==> config.mk <==
export PLATFORM = sky130hd
export DESIGN_NAME = par2ser_lane
export DESIGN_NICKNAME = d
export VERILOG_FILES = /design/src/rtl/par2ser_lane.sv
export SDC_FILE = /design/constraint.sdc
export NUM_CORES = 1
export LEC_CHECK = 0
export ABC_AREA = 1
export BUFFER_PORTS_ARGS = -buffer_cell sky130_fd_sc_hd__buf_2
export CAP_MARGIN = 30
export CORE_MARGIN = 3
export CORE_UTILIZATION = 55
export DETAILED_ROUTE_END_ITERATION = 8
export MAX_ROUTING_LAYER = met4
export PLACE_DENSITY = 0.73
export SYNTH_ARGS = -nofsm -noshare
export SYNTH_HDL_FRONTEND = slang
export SYNTH_SLANG_ARGS = --single-unit
==> constraint.sdc <==
create_clock -name clk -period 5.4 [get_ports clk]
set_clock_uncertainty 0.1 [all_clocks]
set_input_delay 1.08 -clock clk [delete_from_list [all_inputs] [get_ports clk]]
set_output_delay 1.08 -clock clk [all_outputs]
set_load 0.02 [all_outputs]
==> src/rtl/par2ser_lane.sv <==
// rtl/par2ser_lane.sv - per-lane byte FIFO and MSB-first serializer with COM/IDL fill
// Sends a COM burst after reset, then queued bytes or IDL, one bit per clock.

module par2ser_lane #(
    parameter int          FIFO_DEPTH     = 4,
    parameter logic [7:0]  COM            = 8'hBC,
    parameter logic [7:0]  IDL            = 8'h7C,
    parameter int          SYNC_COM_COUNT = 4
) (
    input  logic       clk,
    input  logic       reset,
    input  logic [7:0] in,
    input  logic       valid_in,
    output logic       ready,
    output logic       data_out,
    output logic       symbol_start,
    output logic       valid_out,
    output logic       overflow
);

    localparam int AW = (FIFO_DEPTH > 1) ? $clog2(FIFO_DEPTH) : 1;
    localparam int CW = AW + 1;
    localparam int SW = (SYNC_COM_COUNT > 1) ? $clog2(SYNC_COM_COUNT) : 1;
    localparam logic [CW-1:0] DEPTH_C  = CW'(FIFO_DEPTH);
    localparam logic [SW-1:0] LAST_COM = SW'(SYNC_COM_COUNT - 1);

    typedef enum logic [1:0] {
        ST_RESET,
        ST_SYNC,
        ST_ACTIVE
    } state_t;

    state_t        state_q, state_d;
    logic [7:0]    mem_q [FIFO_DEPTH];
    logic [AW-1:0] wr_ptr_q, wr_ptr_d;
    logic [AW-1:0] rd_ptr_q, rd_ptr_d;
    logic [CW-1:0] count_q, count_d;
    logic [7:0]    shift_q, shift_d;
    logic [2:0]    bit_cnt_q, bit_cnt_d;
    logic [SW-1:0] com_cnt_q, com_cnt_d;
    logic          sym_start_q, sym_start_d;
    logic          valid_out_q, valid_out_d;
    logic          ready_q, ready_d;
    logic          overflow_q, overflow_d;
    logic          push;
    logic          pop;

    always_comb begin
        state_d     = state_q;
        shift_d     = shift_q;
        bit_cnt_d   = bit_cnt_q;
        com_cnt_d   = com_cnt_q;
        sym_start_d = sym_start_q;
        valid_out_d = valid_out_q;
        wr_ptr_d    = wr_ptr_q;
        rd_ptr_d    = rd_ptr_q;
        count_d     = count_q;
        pop         = 1'b0;
        // ready_q already mirrors (count < depth) outside the RESET state
        push        = valid_in & ready_q;
        overflow_d  = overflow_q | (valid_in & ~ready_q);

        case (state_q)
            ST_RESET: begin
                state_d     = ST_SYNC;
                shift_d     = COM;
                bit_cnt_d   = 3'd0;
                com_cnt_d   = '0;
                sym_start_d = 1'b1;
                valid_out_d = 1'b0;
            end
            default: begin
                if (bit_cnt_q == 3'd7) begin
                    bit_cnt_d   = 3'd0;
                    sym_start_d = 1'b1;
                    if (state_q == ST_SYNC && com_cnt_q != LAST_COM) begin
                        shift_d     = COM;
                        valid_out_d = 1'b0;
                        com_cnt_d   = com_cnt_q + SW'(1);
                    end else begin
                        // The boundary after the last COM already serves the FIFO
                        state_d = ST_ACTIVE;
                        if (count_q != '0) begin
                            pop         = 1'b1;
                            shift_d     = mem_q[rd_ptr_q];
                            valid_out_d = 1'b1;
                        end else begin
                            shift_d     = IDL;
                            valid_out_d = 1'b0;
                        end
                    end
                end else begin
                    shift_d     = {shift_q[6:0], 1'b0};
                    bit_cnt_d   = bit_cnt_q + 3'd1;
                    sym_start_d = 1'b0;
                end
            end
        endcase

        if (push) begin
            wr_ptr_d = wr_ptr_q + AW'(1);
        end
        if (pop) begin
            rd_ptr_d = rd_ptr_q + AW'(1);
        end
        case ({push, pop})
            2'b10:   count_d = count_q + CW'(1);
            2'b01:   count_d = count_q - CW'(1);
            default: count_d = count_q;
        endcase
        ready_d = (count_d < DEPTH_C);
    end

    always_ff @(posedge clk) begin
        if (reset) begin
            state_q     <= ST_RESET;
            wr_ptr_q    <= '0;
            rd_ptr_q    <= '0;
            count_q     <= '0;
            shift_q     <= 8'h00;
            bit_cnt_q   <= 3'd0;
            com_cnt_q   <= '0;
            sym_start_q <= 1'b0;
            valid_out_q <= 1'b0;
            ready_q     <= 1'b0;
            overflow_q  <= 1'b0;
        end else begin
            state_q     <= state_d;
            wr_ptr_q    <= wr_ptr_d;
            rd_ptr_q    <= rd_ptr_d;
            count_q     <= count_d;
            shift_q     <= shift_d;
            bit_cnt_q   <= bit_cnt_d;
            com_cnt_q   <= com_cnt_d;
            sym_start_q <= sym_start_d;
            valid_out_q <= valid_out_d;
            ready_q     <= ready_d;
            overflow_q  <= overflow_d;
        end
    end

    always_ff @(posedge clk) begin
        if (!reset && push) begin
            mem_q[wr_ptr_q] <= in;
        end
    end

    assign data_out     = shift_q[7];
    assign symbol_start = sym_start_q;
    assign valid_out    = valid_out_q;
    assign ready        = ready_q;
    assign overflow     = overflow_q;

endmodule

After elaboration in Yosys (flattened, before gate mapping) --
Memory sizes are Yosys's and may differ from the RTL's. A register that Yosys moved wholly into a read port is not among the register bits. Cells that the tools add are included.
Storage, ports and cells: bits of input ports 11, memory bits (writable) 32, output and inout port bits 5, memories kept 1, word-level logic and storage cells 65, register bits after elaboration 26
Memory list:
- mem_q | depth 4, width 8, rd ports 1, clocked after Yosys merged registers in 1, wr ports 1, RTL line 34 | logic [7:0] mem_q [FIFO_DEPTH];
Operators by class: reductions and logical operators 12, muxes and demuxes 18, bitwise operators 7, eq/ne operators 6, order comparisons 1, add/subtract/negate cells 6
Operators with widths (count):
- 8-bit 2-to-1 mux | 4
- 1-bit 2-to-1 mux | 11
- 2-bit by 1-bit adder with 2-bit output, second input constant | 3
- 3-bit by 1-bit adder with 3-bit output, second input constant | 2
- 3-bit case mux with 2 select lines | 1
- 2-bit AND reduction | 3
- 5-bit OR reduction | 1
- 2-bit by 1-bit == test with 1-bit output, second input constant | 2
- 2-bit 2-to-1 mux | 2
- 1-bit inverter | 4
- 3-bit == test, second input constant | 1
- 3-bit less-than comparator, second input constant | 1
- 3-bit nonzero test | 1
- 3-bit OR reduction | 1
- 3-bit by 1-bit subtractor with 3-bit output, second input constant | 1
- 1-bit bitwise AND | 2
- 2-bit == test, second input constant | 1
- 1-bit logical AND | 2
- 2-bit zero test | 1
- 2-bit by 1-bit inequality test with 1-bit output, second input constant | 1
- 2-bit inequality test, second input constant | 1
- 2-bit nonzero test | 1
- 2-bit OR reduction | 1
- 1-bit zero test | 1
- 1-bit bitwise OR | 1

Depth between registers and ports, before layout --
Gate-level depths: netlist of the first run.
depth after elaboration 8, gate-level depth with buffers 13, mapped depth without buffers 13

Least setup slack after synthesis of the first run --
Ideal clock, no wire load.
kind input to register, start input port valid_in, end register with a tool-made name, arrival 2.225 ns, data required time 5.236 ns, path slack 3.011 ns, stages on the path 9, cells stage by stage nand2_1 ha_1 fa_1 inv_1 nand2_1 nand3_1 xor2_1 inv_1 nor2_1
RTL lines:
- start, declared | RTL line 13 | input logic valid_in,

Final worst setup path of the first run --
start input port reset, end memory mem_q[0][3] (enable)
Between the ends: word-level cells in the longest chain between the ends 4
Ends and longest elaborated chain:
- start, declared | RTL line 11 | input logic reset,
- 1-bit zero test | RTL line 143 | if (!reset && push) begin
- 1-bit logical AND | RTL line 143
- 1-bit 2-to-1 mux | RTL line 143
- 1-bit 2-to-1 mux (not written as such) | RTL line 144 | mem_q[wr_ptr_q] <= in;
- end, declared | RTL line 34
No other way between the ends.

==> flow_summary.toml, run 1 <==
[synth]
synthFlopType = "edfxtp_1"
synth_fa_ha_area_frac = 0.05029
synth_compound_gate_area_share = 0.07124
synthMostInstantiatedCell = "nand2_1"
syn_avg_cell_area_um2 = 10.16
synth-simple-area-share = 0.1818
synth_top_family_by_area = "simple AND/OR/NAND/NOR gates"
synth-edff-count = 32
synthesis.area_um2 = 2389
synth_top_area_frac = 0.4023
synthTopCellsByCount = "51 x nand2_1, 32 x edfxtp_1, 28 x dfxtp_1"
netlist_instances = 235
syn_nets = 255
ys_types = 22
ys.warnings.count = 0
async_reset_ff_frac = 0
yosysTopAreaCell = "edfxtp_1"
ys_ff_latch = 60
synthMuxAreaShare = 0
yosys-top-cells-area = "edfxtp_1 40%, dfxtp_1 23%, nand2_1 8.0%"
synthXorXnorAreaFrac = 0.003667
yosysSeqAreaShare = 0.6370

[finish]
syn2layout_area_growth_pct = 11.47
antennaDiodeCount = 0
final_layout_size_suffix_gt1_frac = 0.1533
nNetsFinal = 276
final_core_util = 0.6516
final_cells = 311

[drt]
vias_per_cell = 4.987
drc_errors = 0
wire_per_inst_um = 13.07
firstDrtPassIters = 4
ant_nets = 0
drt_iter0_drc = 100
vias = 1551
routed_wl_um = 4064

[cts]
postCtsHoldBufs = 0
cts_resized = 0
cts-root-buf = "clkbuf_8"
cts_tree = "built"
clk_latency_ns = 0.33
cts_made_buffers = 9
path_clk_slew_ns = 0.06
clock_sinks = 60
postCtsSetupRepairBufs = 0
clk_path_buf_depth = 2
htreeDepth = 3

[power_and_ir_drop]
swShare = 0.2111
power_frac_seq = 0.564
combinationalPowerShare = 0.048
p_total_w = 0.0008821
power.density_nw_per_um2 = 331.3
p_leak_nw = 1.072
ir_drop_v = 0.0002287
clkPwrFrac = 0.388
internal_power_w = 0.0006959
p_switching_w = 0.0001862

[sta]
finalSetupTns_ns = 0
worst_slew_pin_slew_ns = 0.6368
rsz0062_at_grt = "false"
slew_headroom = 0.5739
fmaxAchievable_mhz = 402.9
holdWs_ns = 0.3225
slew_viol_final = 0
final.period_utilization = 0.4596
hold_viol = 0
period_minus_slack_ns = 2.482
setup_viol = 0

[die]
num_rows = 23
fp.dieW_um = 71.90
start_util = 0.5845
dieArea_um2 = 5170
core_um2 = 4086
die_h_um = 71.90
ioPinCount = 16

[placed_design]
io_buffers = 15
gp_congestion = 0.8079
dpl.cell_count = 295
hpwl_um = 2942

[grt]
track_usage = 0.1854
antenna_found_initial = 0
overflow = 0
grt_pass1_vias = 1437
grt_first_pass_wirelength_um = 6748
grt_start_max_net_pins = 20

[worst_setup_path]
critPathKind = "primary input to flop"
end_kind = "flop"
rr_worst_depth = 12
critPathArrivalTime_ns = 2.34
cp.required_ns = 5.26
start_kind = "primary input"
cp_max_fo = 12

[run]
maxCapViolations = 0

[status]
status = "complete, no violations"

[min_path]
hp-class = "flop to flop"
hold_depth = 1
==> worst max-delay path, stage by stage <==
cell     delay, ns
buf_2         0.14
inv_1         0.26
nand3_1       0.29
nor2_1        0.57
==> power by group through the flow <==
stage	clock network, W	registers (W)	logic [W]
floorplan	0	0.000509	0.0000236
global placement	0	0.000507	0.0000421
detailed placement	0	0.000507	0.0000422
CTS	0.000349	0.000498	0.0000430
global route	0.000370	0.000498	0.0000489
finish	0.000342	0.000498	0.0000422
==> path summary, 6_finish.rpt <==
path | startpoint | slack, ns | endpoint
setup reg to reg | bit_cnt_q[0] | 3.17 | flop
setup / recovery | reset | 2.92 | mem_q[0][3]
hold / removal | bit_cnt_q[0] | 0.32 | bit_cnt_q[0]
hold reg to reg | bit_cnt_q[0] | 0.32 | bit_cnt_q[0]
==> flip-flops by register name, summed over array words and instances, names as in the netlist, named ones only <==
signal	cells
mem_q	32
shift_q	8
bit_cnt_q	3
com_cnt_q	2
count_q	2
rd_ptr_q	2
state_q	2
wr_ptr_q	2
overflow	1
ready	1
symbol_start	1
valid_out	1
==> stage by stage <==
stage / setup WS [ns] / cell area, um2
floorplan: 3.011 / 2389
global placement: 2.681 / 2490
detailed placement: 2.596 / 2490
CTS: 2.933 / 2663
global route: 2.815 / 2663
finish: 2.918 / 2663
==> cells by family (layout without fill, tap and decap cells) <==
kind of cell	count (synthesis)	in the layout
AND/OR/NAND/NOR	100	100
flip-flops	60	60
AO/OA/AOI/OAI	34	34
buffers and inverters	31	57
adder cells (fa/ha/maj)	9	9
XOR/XNOR	1	1
==> layout make-up <==
cell class / count / area (um2)
timing repair buffer: 15 / 75.07
clock buffer: 14 / 162.7
fill: 332 / 1424
multi-input combinational: 144 / 733.2
clock inverter: 2 / 10.01
sequential: 60 / 1521
inverter: 26 / 97.59
tap: 50 / 62.56
==> metal layers <==
metal / track usage / wire length (um) / vias up
li1: - / - / 814
met1: 0.2228 / 1901 / 701
met2: 0.2755 / 1907 / 28
met3: 0.05402 / 156 / 8
met4: 0.1148 / 99 / 0
met5: - / 0 / -
==> layout by cell type, fill, tap and decap left out, drive strengths merged <==
cell    count
edfxtp     32
inv        26
a21oi      17
nor2       32
ha          8
fa          1
buf        15
nand4       1
nand2      52
dfxtp      28
o21ai      17
clkinv      2
nor3b       1
nand3      14
xor2        1
clkbuf     14
(Power assumes the default switching activity.)
==> inputs of run 2 (changes only) <==
- CORE_UTILIZATION: 55 -> 53
- clock period: 5.4 -> 2 ns (I/O delays scaled with it)
==> flow_summary.toml, run 2 (synthesis gave the netlist of run 1 again) <==
[grt]
grt_first_pass_wirelength_um = 6796
grt_pass1_vias = 1559
antenna_found_initial = 0
grt_start_max_net_pins = 19
track_usage = 0.1816
overflow = 0

[placed_design]
gp_congestion = 0.8195
place_area_um2 = 2590
io_buffers = 15
hpwl_um = 2719

[finish]
antennaDiodeCount = 0
final_area_um2 = 2888
final_layout_size_suffix_gt1_frac = 0.2518
final_core_util = 0.6921
syn2layout_area_growth_pct = 20.90
largest_register_ffs = 32
final_common_cell = "nand2_1"
nFillCells = 333
layout_common_cells = "48 x nand2_1, 32 x edfxtp_1, 26 x nor2_1"
reg_top3 = "mem_q x32, shift_q x8, bit_cnt_q x3"
nNetsFinal = 289
regMostFlops = "mem_q"

[worst_setup_path]
start_kind = "flop"
cp_max_fo = 3
cp.required_ns = 2.13
end_kind = "flop"
critPathKind = "flop to flop"
critPathArrivalTime_ns = 2.13

[sta]
worst_slew_pin_slew_ns = 0.3871
holdWs_ns = 0.1775
slew_viol_final = 0
final.period_utilization = 0.9993
fmaxAchievable_mhz = 500.4
rsz0062_at_grt = "true"
finalSetupTns_ns = 0
slew_headroom = 0.7416
period_minus_slack_ns = 1.999
setup_viol = 0
hold_viol = 0

[cts]
htreeDepth = 3
cts_made_buffers = 9
clk_path_buf_depth = 2
path_clk_slew_ns = 0.06
clk_latency_ns = 0.33
cts_tree = "built"
clock_sinks = 60
cts-root-buf = "clkbuf_8"

[drt]
vias = 1620
drc_errors = 0
firstDrtPassIters = 4
vias_per_cell = 5.000
routed_wl_um = 4160
wire_per_inst_um = 12.84
drt_iter0_drc = 99
ant_nets = 0

[power_and_ir_drop]
p_total_w = 0.002588
power.density_nw_per_um2 = 896.4
ir_drop_v = 0.0006813
p_leak_nw = 1.148

[run]
maxCapViolations = 0

[die]
dieArea_um2 = 5348
fp.dieW_um = 73.13
core_um2 = 4173
ioPinCount = 16
start_util = 0.5724
die_h_um = 73.13
num_rows = 23

[status]
status = "complete, no violations"

[min_path]
hp-class = "primary input to flop"
[run 2: worst max-delay path, stage by stage (launching register included)]
cell,delay [ns]
dfxtp_2,0.34
ha_4,0.15
inv_2,0.06
nand3_4,0.07
nand3_4,0.12
nor2_4,0.06
ha_4,0.18
fa_2,0.41
nand2_2,0.09
nand3_2,0.09
xor2_2,0.15
inv_1,0.05
nor2_1,0.03
[run 2: cell type report]
class,instances,area (um2),share of cell area
clock buffer,15,176.4,0.06109
sequential,60,1525,0.5282
inverter,26,97.59,0.03380
clock inverter,1,30.03,0.01040
timing repair buffer,28,172.7,0.05979
tap,50,62.56,0.02166
multi-input combinational,144,823.3,0.2851
[run 2: what timing repair did]
item	in CTS	in global routing
resized for setup	7	11
setup endpoints to repair	2	3
hold buffers	0	0
pin swaps	2	6
setup buffers	0	3
endpoints found under the hold margin	0	0
[run 2: stage by stage]
stage          instances  setup WS (ns)
2_1_floorplan        235        0.03497
3_3_place_gp         305        0.04088
3_5_place_dp         305       -0.02403
4_1_cts              321        0.01449
5_1_grt              324        -0.1095
6_report             324       0.001467
[run 2: report_power, final]
| part | total (W) | internal [W] | switching (W) |
|---|---|---|---|
| clock network | 0.00112 | 0.000680 | 0.000439 |
| registers | 0.00134 | 0.00133 | 0.0000156 |
| logic | 0.000126 | 0.0000469 | 0.0000795 |
| total | 0.00259 | 0.00205 | 0.000534 |
[run 2: worst paths after layout]
path	cells after the start	end	slack (ns)	start
worst max register to register	12	flop	0.001	com_cnt_q[0]
worst min-delay path	1	mem_q[3][4]	0.18	in[4]
worst max-delay path	12	flop	0.001	com_cnt_q[0]
worst min register to register	2	shift_q[6]	0.33	shift_q[5]
[run 2: per-layer routing]
| metal | track usage | wire length [um] |
|---|---|---|
| met5 | - | 0 |
| met4 | 0.1270 | 116 |
| met3 | 0.04132 | 217 |
| met2 | 0.2741 | 1957 |
| met1 | 0.2136 | 1868 |
==> inputs of run 3 (changes only) <==
- MAX_ROUTING_LAYER: met4 -> not set
==> flow_summary.toml, run 3 (synthesis gave the netlist of run 1 again) <==
[placed_design]
dpl.cell_count = 305
hpwl_um = 2719
gp_congestion = 0.8076
io_buffers = 15

[run]
maxCapViolations = 0

[finish]
antennaDiodeCount = 0
final_layout_size_suffix_gt1_frac = 0.2518
final_common_cell = "nand2_1"
nNetsFinal = 289
final_cells = 324
final_core_util = 0.6921
layout_common_cells = "48 x nand2_1, 32 x edfxtp_1, 26 x nor2_1"
syn2layout_area_growth_pct = 20.90
largest_register_ffs = 32
regMostFlops = "mem_q"
reg_top3 = "mem_q x32, shift_q x8, bit_cnt_q x3"

[die]
ioPinCount = 16
num_rows = 23
core_um2 = 4173
start_util = 0.5724
die_h_um = 73.13
fp.dieW_um = 73.13
dieArea_um2 = 5348

[grt]
antenna_found_initial = 0
grt_pass1_vias = 1554
track_usage = 0.1772
grt_start_max_net_pins = 19
grt_first_pass_wirelength_um = 6803
overflow = 0

[worst_setup_path]
critPathKind = "flop to flop"
r2r_setup_slack_ns = 0.001
start_kind = "flop"
cp.required_ns = 2.13
end_kind = "flop"
cp_max_fo = 3
critPathArrivalTime_ns = 2.13

[sta]
fmaxAchievable_mhz = 500.3
hold_viol = 0
setup_viol = 0
holdWs_ns = 0.1786
slew_viol_final = 0
period_minus_slack_ns = 1.999
worst_slew_pin_slew_ns = 0.4077
final.period_utilization = 0.9995
slew_headroom = 0.7279
rsz0062_at_grt = "true"

[drt]
firstDrtPassIters = 4
wire_per_inst_um = 12.87
ant_nets = 0
vias = 1611
routed_wl_um = 4171
drt_iter0_drc = 121
vias_per_cell = 4.972
drc_errors = 0

[power_and_ir_drop]
ir_drop_v = 0.0006799
p_leak_nw = 1.148
power.density_nw_per_um2 = 895.8

[cts]
cts-root-buf = "clkbuf_8"
htreeDepth = 3
clk_path_buf_depth = 2
clock_sinks = 60
postCtsHoldBufs = 0
path_clk_slew_ns = 0.06
cts_made_buffers = 9
cts_tree = "built"
clk_latency_ns = 0.33

[status]
status = "complete, no violations"

[min_path]
hp-class = "primary input to flop"
run 3: worst paths after layout:
| path | start | cells after the start | to |
|---|---|---|---|
| worst max-delay path | com_cnt_q[0] | 12 | flop |
| worst min register to register | shift_q[5] | 2 | shift_q[6] |
| worst max register to register | com_cnt_q[0] | 12 | flop |
| worst min-delay path | in[4] | 1 | mem_q[3][4] |
run 3: cell type report:
cell class	count	area, um2
clock buffer	15	176.4
clock inverter	1	30.03
fill	333	1285
inverter	26	97.59
multi-input combinational	144	823.3
sequential	60	1525
tap	50	62.56
timing repair buffer	28	172.7
run 3: per-stage QoR:
stage	power, W	setup slack (ns)	TNS, ns	area [um2]
floorplan	0.001439	0.03497	0	2414
global placement	0.001485	0.04088	0	2590
detailed placement	0.001488	-0.02403	-0.02911	2590
CTS	0.002603	0.01449	0	2826
global route	0.002684	-0.1095	-0.1542	2888
finish	0.002587	0.001098	0	2888
run 3: timing repair:
action                                  4_1_cts  5_1_grt
endpoints found under the setup margin        2        3
pin swaps                                     2        6
setup buffers                                 0        3
endpoints found under the hold margin         0        0
resized for setup                             7       11
run 3: metal layers:
layer,global-route usage,up-vias,share of wire,routed length (um)
met5,0,-,0,0
met4,0.1270,0,0.027,112
met3,0.04545,12,0.043,180
met2,0.2741,33,0.48,2001
met1,0.2136,727,0.45,1877
li1,-,839,-,-
run 3: critical path, stage by stage, from the launching register on:
cell	delay, ns
dfxtp_2	0.34
ha_4	0.15
inv_2	0.06
nand3_4	0.07
nand3_4	0.12
nor2_4	0.06
ha_4	0.18
fa_2	0.41
nand2_2	0.09
nand3_2	0.09
xor2_2	0.15
inv_1	0.05
nor2_1	0.03
run 3: where the power goes:
part / switching [W] / total (W) / internal (W)
clock network: 0.000437 / 0.00112 / 0.000680
logic: 0.0000796 / 0.000126 / 0.0000469
registers: 0.0000156 / 0.00134 / 0.00133
